<file path="src/rtl/key_debounce.sv">
// Multi-key push-button debouncer: 2-flop synchroniser per key, then a per-key
// stability counter that accepts a new level after CNT_MAX consecutive differing samples.
//
// state     | meaning
// ----------+------------------------------------------------------------
// ST_STABLE | synchronised input equals key_value; counter held at 0
// ST_COUNT  | synchronised input differs; counting toward acceptance
module key_debounce #(
  parameter int unsigned KEY_W    = 4,
  parameter int unsigned CNT_MAX  = 1000000,
  parameter logic        KEY_INIT = 1'b1
) (
  input  logic             clk,
  input  logic             rst,
  input  logic [KEY_W-1:0] key_in,
  output logic [KEY_W-1:0] key_value,
  output logic [KEY_W-1:0] key_flag
);

  localparam int unsigned     CW       = $clog2(CNT_MAX);
  localparam logic [CW-1:0]   CNT_LAST = CW'(CNT_MAX - 1);
  localparam logic [KEY_W-1:0] IDLE    = {KEY_W{KEY_INIT}};

  typedef enum logic {
    ST_STABLE = 1'b0,
    ST_COUNT  = 1'b1
  } key_state_e;

  logic [KEY_W-1:0] sync1_q, sync1_d;
  logic [KEY_W-1:0] sync2_q, sync2_d;
  logic [KEY_W-1:0] key_value_q, key_value_d;
  logic [KEY_W-1:0] key_flag_q, key_flag_d;
  logic [CW-1:0]    cnt_q [KEY_W];
  logic [CW-1:0]    cnt_d [KEY_W];
  key_state_e       key_state [KEY_W];

  always_ff @(posedge clk) begin
    if (rst) begin
      sync1_q     <= IDLE;
      sync2_q     <= IDLE;
      key_value_q <= IDLE;
      key_flag_q  <= '0;
      for (int i = 0; i < KEY_W; i++) begin
        cnt_q[i] <= '0;
      end
    end else begin
      sync1_q     <= sync1_d;
      sync2_q     <= sync2_d;
      key_value_q <= key_value_d;
      key_flag_q  <= key_flag_d;
      for (int i = 0; i < KEY_W; i++) begin
        cnt_q[i] <= cnt_d[i];
      end
    end
  end

  always_comb begin
    sync1_d     = key_in;
    sync2_d     = sync1_q;
    key_value_d = key_value_q;
    key_flag_d  = '0;
    for (int i = 0; i < KEY_W; i++) begin
      cnt_d[i]     = '0;
      key_state[i] = (sync2_q[i] == key_value_q[i]) ? ST_STABLE : ST_COUNT;
      case (key_state[i])
        ST_STABLE: cnt_d[i] = '0;
        ST_COUNT: begin
          // A matching sample anywhere in the run drops back to ST_STABLE,
          // so only an unbroken run of CNT_MAX samples reaches the accept.
          if (cnt_q[i] == CNT_LAST) begin
            key_value_d[i] = sync2_q[i];
            key_flag_d[i]  = 1'b1;
            cnt_d[i]       = '0;
          end else begin
            cnt_d[i] = cnt_q[i] + CW'(1);
          end
        end
        default: cnt_d[i] = '0;
      endcase
    end
  end

  assign key_value = key_value_q;
  assign key_flag  = key_flag_q;

endmodule

</file>
<file path="config.mk">
export PLATFORM = sky130hd
export DESIGN_NAME = key_debounce
export DESIGN_NICKNAME = d
export VERILOG_FILES = /design/src/rtl/key_debounce.sv
export SDC_FILE = /design/constraint.sdc
export NUM_CORES = 1
export LEC_CHECK = 0
export BUFFER_PORTS_ARGS = -buffer_cell sky130_fd_sc_hd__buf_4
export CELL_PAD_IN_SITES_DETAIL_PLACEMENT = 1
export CELL_PAD_IN_SITES_GLOBAL_PLACEMENT = 1
export CORE_MARGIN = 3
export CORE_UTILIZATION = 47
export DETAILED_ROUTE_END_ITERATION = 7
export PLACE_DENSITY = 0.82
export SLEW_MARGIN = 15
export SYNTH_ARGS = -nofsm -noshare
export SYNTH_HDL_FRONTEND = slang
export SYNTH_SLANG_ARGS = --single-unit
</file>
<file path="constraint.sdc">
create_clock -name clk -period 2.1 [get_ports clk]
set_clock_uncertainty 0.1 [all_clocks]
set_input_delay 0.315 -clock clk [delete_from_list [all_inputs] [get_ports clk]]
set_output_delay 0.315 -clock clk [all_outputs]
set_load 0.02 [all_outputs]
</file>
Word-level counts from Yosys, hierarchy flattened
Memories as Yosys holds them, arrays and structs flattened.
Cells that the tools add are included.
{ "classes": {"div": 0, "n_mul": 0, "magnitude_cmp": 0, "n_mux": 23, "n_eq_ne": 8, "add_sub_neg": 4, "n_reduce_logical": 8, "n_bitwise": 8, "n_shift": 0} }
{ "ops": {"columns": ["cell", "count"], "rows": [
  ["$mux 20", 8],
  ["$pmux 20 s2", 4],
  ["$add 20x1->20 const B", 4],
  ["$eq 20x20->1 const B", 4],
  ["$mux 1", 11],
  ["$reduce_and 2->1", 4],
  ["$reduce_or 2->1", 4],
  ["$eq 1x1->1", 4],
  ["$not 1->1", 4],
  ["$or 1x1->1", 4]
]} }
{ "totals": {"inputBits": 6, "ff_bits": 16, "latch_bits": 0, "ramBits": 80, "word_cells": 62, "memories": 1, "mem_bits_ro": 0} }
{ "memory_table": {"columns": ["memory", "words", "width", "rd", "rd_ports_with_merged_regs", "wr", "line_no", "rtl"], "rows": [
  ["cnt_q", 4, 20, 4, 0, 4, "33", "logic [CW-1:0] cnt_q [KEY_W];"]
]} }

Longest topological paths before layout
Gate-level depths: netlist (run 1).
{ "logic_depth": {"word_depth": 4, "depth_mapped": 7, "depth_no_buf": 5} }

Least setup slack after synthesis (run 1)
OpenSTA, ideal clock, no wires.
{ "synth_timing": {"path_type": "register to register", "startpoint": "memory cnt_q[3][0] (netlist bit)", "endpoint": "memory cnt_q[3][18] (netlist bit)", "synth_period_minus_slack_ns": 1.888, "path_stages_with_launch": 6, "t_required_ns": 1.930, "slack_ns": 0.212, "arrival_ns": 1.718, "n_path_buf": 0, "path_cell_list": "dfxtp_1 ha_1 nand4_1 or3_2 or4_1 a21oi_1"} }
{ "synth_lines": {"columns": ["element", "line_no"], "rows": [
  ["start, declared", "33"]
]} }

==> run summary, run 1 <==
H-tree levels: 3
IO buf count: 13
WP data required: 2.29 ns
vias in the first global route: 3596
FF-to-FF End: cnt_q[3][19]
Synth async-reset ratio: 0%
f_max: 511 MHz
switching power total: 652 uW
setup TNS: 0 ns
max cap viols: 0
first-pass GRT wire length: 16600 um
Fin. Hold Viols: 0
yosys warns: 0
Clk network pwr share: 40.6%
grt ovf: 0
multi-input combinational cell area: 2100 um^2
Post-synth top flop: dfxtp_1
Tmin final: 1.96 ns
Synth cell types: 40
#FFs+latches synth: 96
Area Growth Syn to Fin: 13.6%
WL per Instance: 15.3 um
Critical Path AT: 2.15 ns
die area: 9940 um^2
DRT antenna net count: 0
leakage dissipation: 1.39 nW
hold path endpoint: sync1_q[2]
Vias: 3373
num ports: 14
sequential area share after synthesis: 46.6%
Post-layout nets: 508
initial antenna violation count: 0
Cells after Synth: 466
row cnt: 33
sw frac: 20.6%
Die Span X: 99.7 um
Slew Viols, Final: 0
All-Layer GR Usage: 20.3%
final setup fails: 0
Post-Route WL: 9310 um
Post-synth EDFFs: 0
Cell Area, Synth: 4130 um^2
worst skew pair latency: 0.35 ns
launching point of the worst reg2reg path: cnt_q[3][6]
Worst Path Max Fanout: 8
Relative slew margins: 59.9%
Clock transition at path regs: 0.09 ns
P_int: 2.52 mW
final period utilization: 93.3%
First-pass DRT Iterations: 4
register area: 1920 um^2
TritonCTS clock tree: done
Placement Cell Area: 4460 um^2
r2r setup slk: 0.14 ns
measured slew at the worst slew-check pin: 0.596 ns
mean post-synth cell area: 8.86 um^2
Power Density: 676 nW/um^2
Clock Path Buffers: 2
TritonCTS Buffers: 9
status: finished clean
area share of the largest cell type after synthesis: 46.6%
Die Height: 99.7 um
Iter 0 DRT Violations: 62
HPWL Detailed: 6750 um
antenna cells: 0
RSZ-0062 raised after global routing: no
R2R depth: 4
Final Power: 3.17 mW
Synth Net Count: 476
Root Driver: clkbuf_8
leading area contributor after synthesis: dfxtp_1
Synth area leaders: dfxtp_1 (47%), xnor2_1 (8.9%), nor2_1 (7.3%)
Setup Buffers After CTS: 0
largest net degree at the start of global routing: 17
DRC: 0
Final Worst Setup Slack: 0.141 ns
critical path class: register to register
routability congestion estimate: 0.752
TritonCTS Sinks: 96
Sequential Power Share: 57.9%
combinational share of power: 1.5%
layout cells sized above 1: 13.7%
fill cell count: 1021
Final Cell Area: 4690 um^2
Place WS: 0.0526 ns
core area: 8380 um^2
Hold Path Class: input pin to register
DR vias/cell: 5.55
critical path startpoint category: register
Hold Crit Depth: 2
critical path capture point type: register
Initial Util: 49.2%
hold path startpoint: key_in[2]
Max IR drop VDD: 0.000338 V
-- cell type report --
type                       count  share of cell area [%]
sequential                    96                    41.0
inverter                      18                    1.44
multi-input combinational    341                    44.8
clock buffer                  10                    2.72
tap                          105                    2.80
clock inverter                 6                    1.79
timing repair buffer          32                    5.39
-- cells in the mapped netlist, drive strengths merged, types with 8 or more instances --
library cell / instances
o21ai: 12
or4: 8
a21oi: 17
xor2: 17
or2: 9
nand3: 22
nand4: 24
nor3: 15
nor4: 17
dfxtp: 96
nand2: 25
xnor2: 42
inv: 18
nor2: 80
-- per-stage QoR --
stage / hold WS, ns / utilization (%) / cells
2_1_floorplan: 0.289 / - / 466
3_3_place_gp: 0.295 / 53.2 / 592
3_5_place_dp: 0.307 / 53.2 / 592
4_1_cts: 0.0243 / 55.7 / 608
5_1_grt: 0.0250 / 55.9 / 608
6_report: 0.0402 / 55.9 / 608
-- registers in the layout, indices dropped and copies added, names as in the netlist --
name / cells
sync1_q: 4
sync2_q: 4
key_value: 4
cnt_q: 80
key_flag: 4
-- power groups by stage --
stage / logic [mW] / registers [mW] / clock network (mW)
after floorplan: 0.0261 / 1.87 / 0
after global placement: 0.0445 / 1.88 / 0
after detailed placement: 0.0468 / 1.88 / 0
after CTS: 0.0472 / 1.84 / 1.33
after global routing: 0.0525 / 1.84 / 1.40
final: 0.0461 / 1.84 / 1.29
-- worst max-delay path by stage --
| stage | startpoint | endpoint |
|---|---|---|
| final | cnt_q[3][6] | cnt_q[3][19] |
| after global routing | cnt_q[0][9] | cnt_q[0][2] |
| after CTS | cnt_q[3][0] | cnt_q[3][18] |
| after detailed placement | cnt_q[3][0] | cnt_q[3][18] |
| after global placement | cnt_q[3][0] | cnt_q[3][18] |
| after floorplan | cnt_q[3][0] | cnt_q[3][18] |
-- kinds of logic (layout without fill, tap and decap cells) --
family / after synthesis / count (layout) / share of synthesized area (%)
AND/OR/NAND/NOR: 236 / 236 / 30.7
flip-flops: 96 / 96 / 46.6
XOR/XNOR: 59 / 59 / 12.5
AO/OA/AOI/OAI: 42 / 42 / 6.09
buffers and inverters: 29 / 66 / 2.91
adder cells (fa/ha/maj): 4 / 4 / 1.21
-- worst max-delay path, cell delays in order (launching register included) --
cell	delay, ns
dfxtp_1	0.46
nand3_4	0.15
or4_4	0.59
or4_1	0.44
a21oi_1	0.16
-- metal layers --
layer	wire length, um	up-vias	global-route usage [%]
li1	-	1697	-
met1	4270	1638	24.8
met2	4750	28	36.5
met3	184	10	3.44
met4	104	0	5.67
met5	0	-	0
-- cell usage in the layout, fill, tap and decap left out, types with 2 or more instances in the layout --
cell       count
or4_1          7
a21oi_1       17
nor3b_1        2
and4_1         7
nand4b_1       4
a21o_1         2
inv_1         18
dfxtp_1       94
clkinv_2       3
o31ai_1        3
o21ai_0       11
a31o_2         2
nand4bb_1      3
or3_1          5
xor2_1        17
nand4_2        2
clkbuf_8       9
ha_1           3
dfxtp_2        2
nand3_1       21
xnor2_1       42
a211o_1        3
nor4_1        16
or2_2          9
buf_4         31
nor3_1        15
nor4bb_1       2
nand2_1       25
nor2_1        80
bufinv_16      2
nand2b_1       3
nand4_1       22
and3_1         5
-- what timing repair did --
| item | in CTS | in global routing |
|---|---|---|
| hold buffers | 0 | 0 |
| endpoints found under the setup margin | 0 | 23 |
| resized for setup | 0 | 6 |
Note: power is estimated with default switching activity, not from simulation.
==> inputs of run 2 (changes only) <==
--- a/config.mk
+++ b/config.mk
@@ -5,13 +5,14 @@
 export SDC_FILE = /design/constraint.sdc
 export NUM_CORES = 1
 export LEC_CHECK = 0
+export ABC_AREA = 1
 export BUFFER_PORTS_ARGS = -buffer_cell sky130_fd_sc_hd__buf_4
 export CELL_PAD_IN_SITES_DETAIL_PLACEMENT = 1
 export CELL_PAD_IN_SITES_GLOBAL_PLACEMENT = 1
 export CORE_MARGIN = 3
-export CORE_UTILIZATION = 47
+export CORE_UTILIZATION = 45
 export DETAILED_ROUTE_END_ITERATION = 7
-export PLACE_DENSITY = 0.82
+export PLACE_DENSITY_LB_ADDON = 0.1
 export SLEW_MARGIN = 15
 export SYNTH_ARGS = -nofsm -noshare
 export SYNTH_HDL_FRONTEND = slang
==> run 2 against run 1 <==
Compared with the run above:
- first-iteration DRC count rose by 110%
- via count up 26%
- core utilization is 4.8 points lower
- sequential power barely moved
- hold slack about the same
- highest routed layer unchanged
==> run summary, run 2 <==
status: finished clean
most frequent cells in the layout: nand2_1 (168), nor2_1 (150), dfxtp_1 (96), inv_1 (68), nand3_1 (48)
Setup Buffers After CTS: 0
Max IR drop VDD: 0.000283 V
num ports: 14
slowest stage delay, CP: 0.36 ns
initial antenna violation count: 0
Hold Buf Count CTS: 0
Clock Path Buffers: 2
Critical Path AT: 1.95 ns
Final Instance Count excl. Fillers: 841
WL met1: 5250 um
f_max: 554 MHz
Synth Net Count: 692
measured slew at the worst slew-check pin: 0.415 ns
Post-layout nets: 713
Vias: 4235
Post-Route WL: 11300 um
HPWL Detailed: 8840 um
Final Cell Area: 5070 um^2
Tmin final: 1.80 ns
most numerous cell in the Yosys netlist: nand2_1
Fin. Hold Viols: 0
routability congestion estimate: 0.808
area share of the largest cell type after synthesis: 41.2%
Post-synth top flop: dfxtp_1
WL met3: 233 um
number of flip-flops in the largest register: 80
final period utilization: 85.9%
critical path startpoint category: register
Place WS: 0.291 ns
H-tree levels: 3
Clock transition at path regs: 0.09 ns
Slew Viols, Final: 0
die area: 11600 um^2
leakage dissipation: 1.56 nW
antenna cells: 0
Post-synth EDFFs: 0
critical path class: register to register
#FFs+latches synth: 96
Final Power: 2.99 mW
DR vias/cell: 5.04
vias in the first global route: 4504
Final Worst Setup Slack: 0.296 ns
Commonest cells post-synth: nand2_1 (168), nor2_1 (150), dfxtp_1 (96)
largest reg by FF count: cnt_q
DRC: 0
PostCTS Resize Cnt: 0
Power Density: 590 nW/um^2
row cnt: 36
Root Driver: clkbuf_8
WP data required: 2.24 ns
mean post-synth cell area: 6.84 um^2
WL per Instance: 13.4 um
Initial Util: 47.1%
DRT antenna net count: 0
TritonCTS Buffers: 9
first-pass GRT wire length: 20200 um
IO buf count: 13
Hold Slack: 0.0402 ns
grt ovf: 0
XOR/XNOR Fraction of Synth Area: 5.63%
First-pass DRT Iterations: 4
final setup fails: 0
Synth Area in Compound Gates: 5.01%
largest net degree at the start of global routing: 21
Cell Area, Synth: 4670 um^2
TritonCTS clock tree: done
Synth Area in Simple Gates: 39.9%
CP cell instances: ha_1 > inv_2 > nor2_4 > inv_2 > nor2_4 > nand3_2 > nand2_2 > nor2_1
Area Growth Syn to Fin: 8.63%
worst skew pair latency: 0.36 ns
Top Layer Used: met4
Die Span X: 108 um
Synth async-reset ratio: 0%
Iter 0 DRT Violations: 132
fin util: 51.2%
met2 WL: 5610 um
Placement Cell Area: 4900 um^2
leading area contributor after synthesis: dfxtp_1
fill cell count: 1337
TritonCTS Sinks: 96
yosys warns: 0
Worst Path Max Fanout: 20
RSZ-0062 raised after global routing: no
Cells after Synth: 682
mux share of post-synthesis cell area: 0%
critical path capture point type: register
setup TNS: 0 ns
largest family of logic cells by synthesized area: simple AND/OR/NAND/NOR gates
Post-Place Cells: 825
most common cell after layout, fill and taps aside: nand2_1
layout cells sized above 1: 9.18%
All-Layer GR Usage: 21.2%
Synth cell types: 29
max cap viols: 0
adder-cell share of the synthesized area: 1.07%
Relative slew margins: 72.2%
Die Height: 108 um
sequential area share after synthesis: 41.2%
CP max stage cell: dfxtp_1
Hold Path Class: input pin to register
core area: 9910 um^2
Synth area leaders: dfxtp_1 (41%), nand2_1 (14%), nor2_1 (12%)
run 2: final cells by class:
class	instances	area [um^2]	area share [%]
Tap cell	133	166	3.28
Clock inverter	6	35.0	0.691
Sequential cell	96	1920	37.9
Multi-Input combinational cell	506	2410	47.5
Inverter	73	274	5.40
Clock buffer	10	138	2.71
Timing Repair Buffer	17	128	2.52
run 2: cells by family after synthesis:
family                     after synthesis
DFF                                     96
xor gates and xnor gates                30
adders and majority gates                4
and+or+nand+nor                        428
AOI/OAI and AO/OA                       44
buffers and inverters                   80
run 2: routing by layer:
metal  global-route usage (%)  vias to the layer above
met4                     6.94                        0
met3                     2.40                       15
met5                        0                        -
met1                     26.6                     2002
li1                         -                     2179
met2                     37.8                       39
run 2: path summary, 6_finish.rpt:
path               startpoint           to  slack (ns)  cells past startpoint
hold reg to reg    sync1_q[2]   sync2_q[2]        0.32                      1
setup / recovery  cnt_q[3][0]  cnt_q[3][9]        0.30                      8
hold / removal      key_in[1]   sync1_q[1]        0.04                      2
setup reg to reg  cnt_q[3][0]  cnt_q[3][9]        0.30                      8
run 2: critical path, delay by kind of cell (launching register included):
family | cells | cell delay, ns
and+or+nand+nor | 5 | 0.80
DFF | 1 | 0.36
adders and majority gates | 1 | 0.28
buffers and inverters | 2 | 0.15
run 2: power by group:
part	internal (mW)	switching (mW)	total, mW	leakage [nW]
combinational	0.0165	0.0251	0.0416	0.701
sequential	1.83	0.00587	1.83	0.775
clock	0.455	0.660	1.12	0.0878
total	2.30	0.691	2.99	1.56
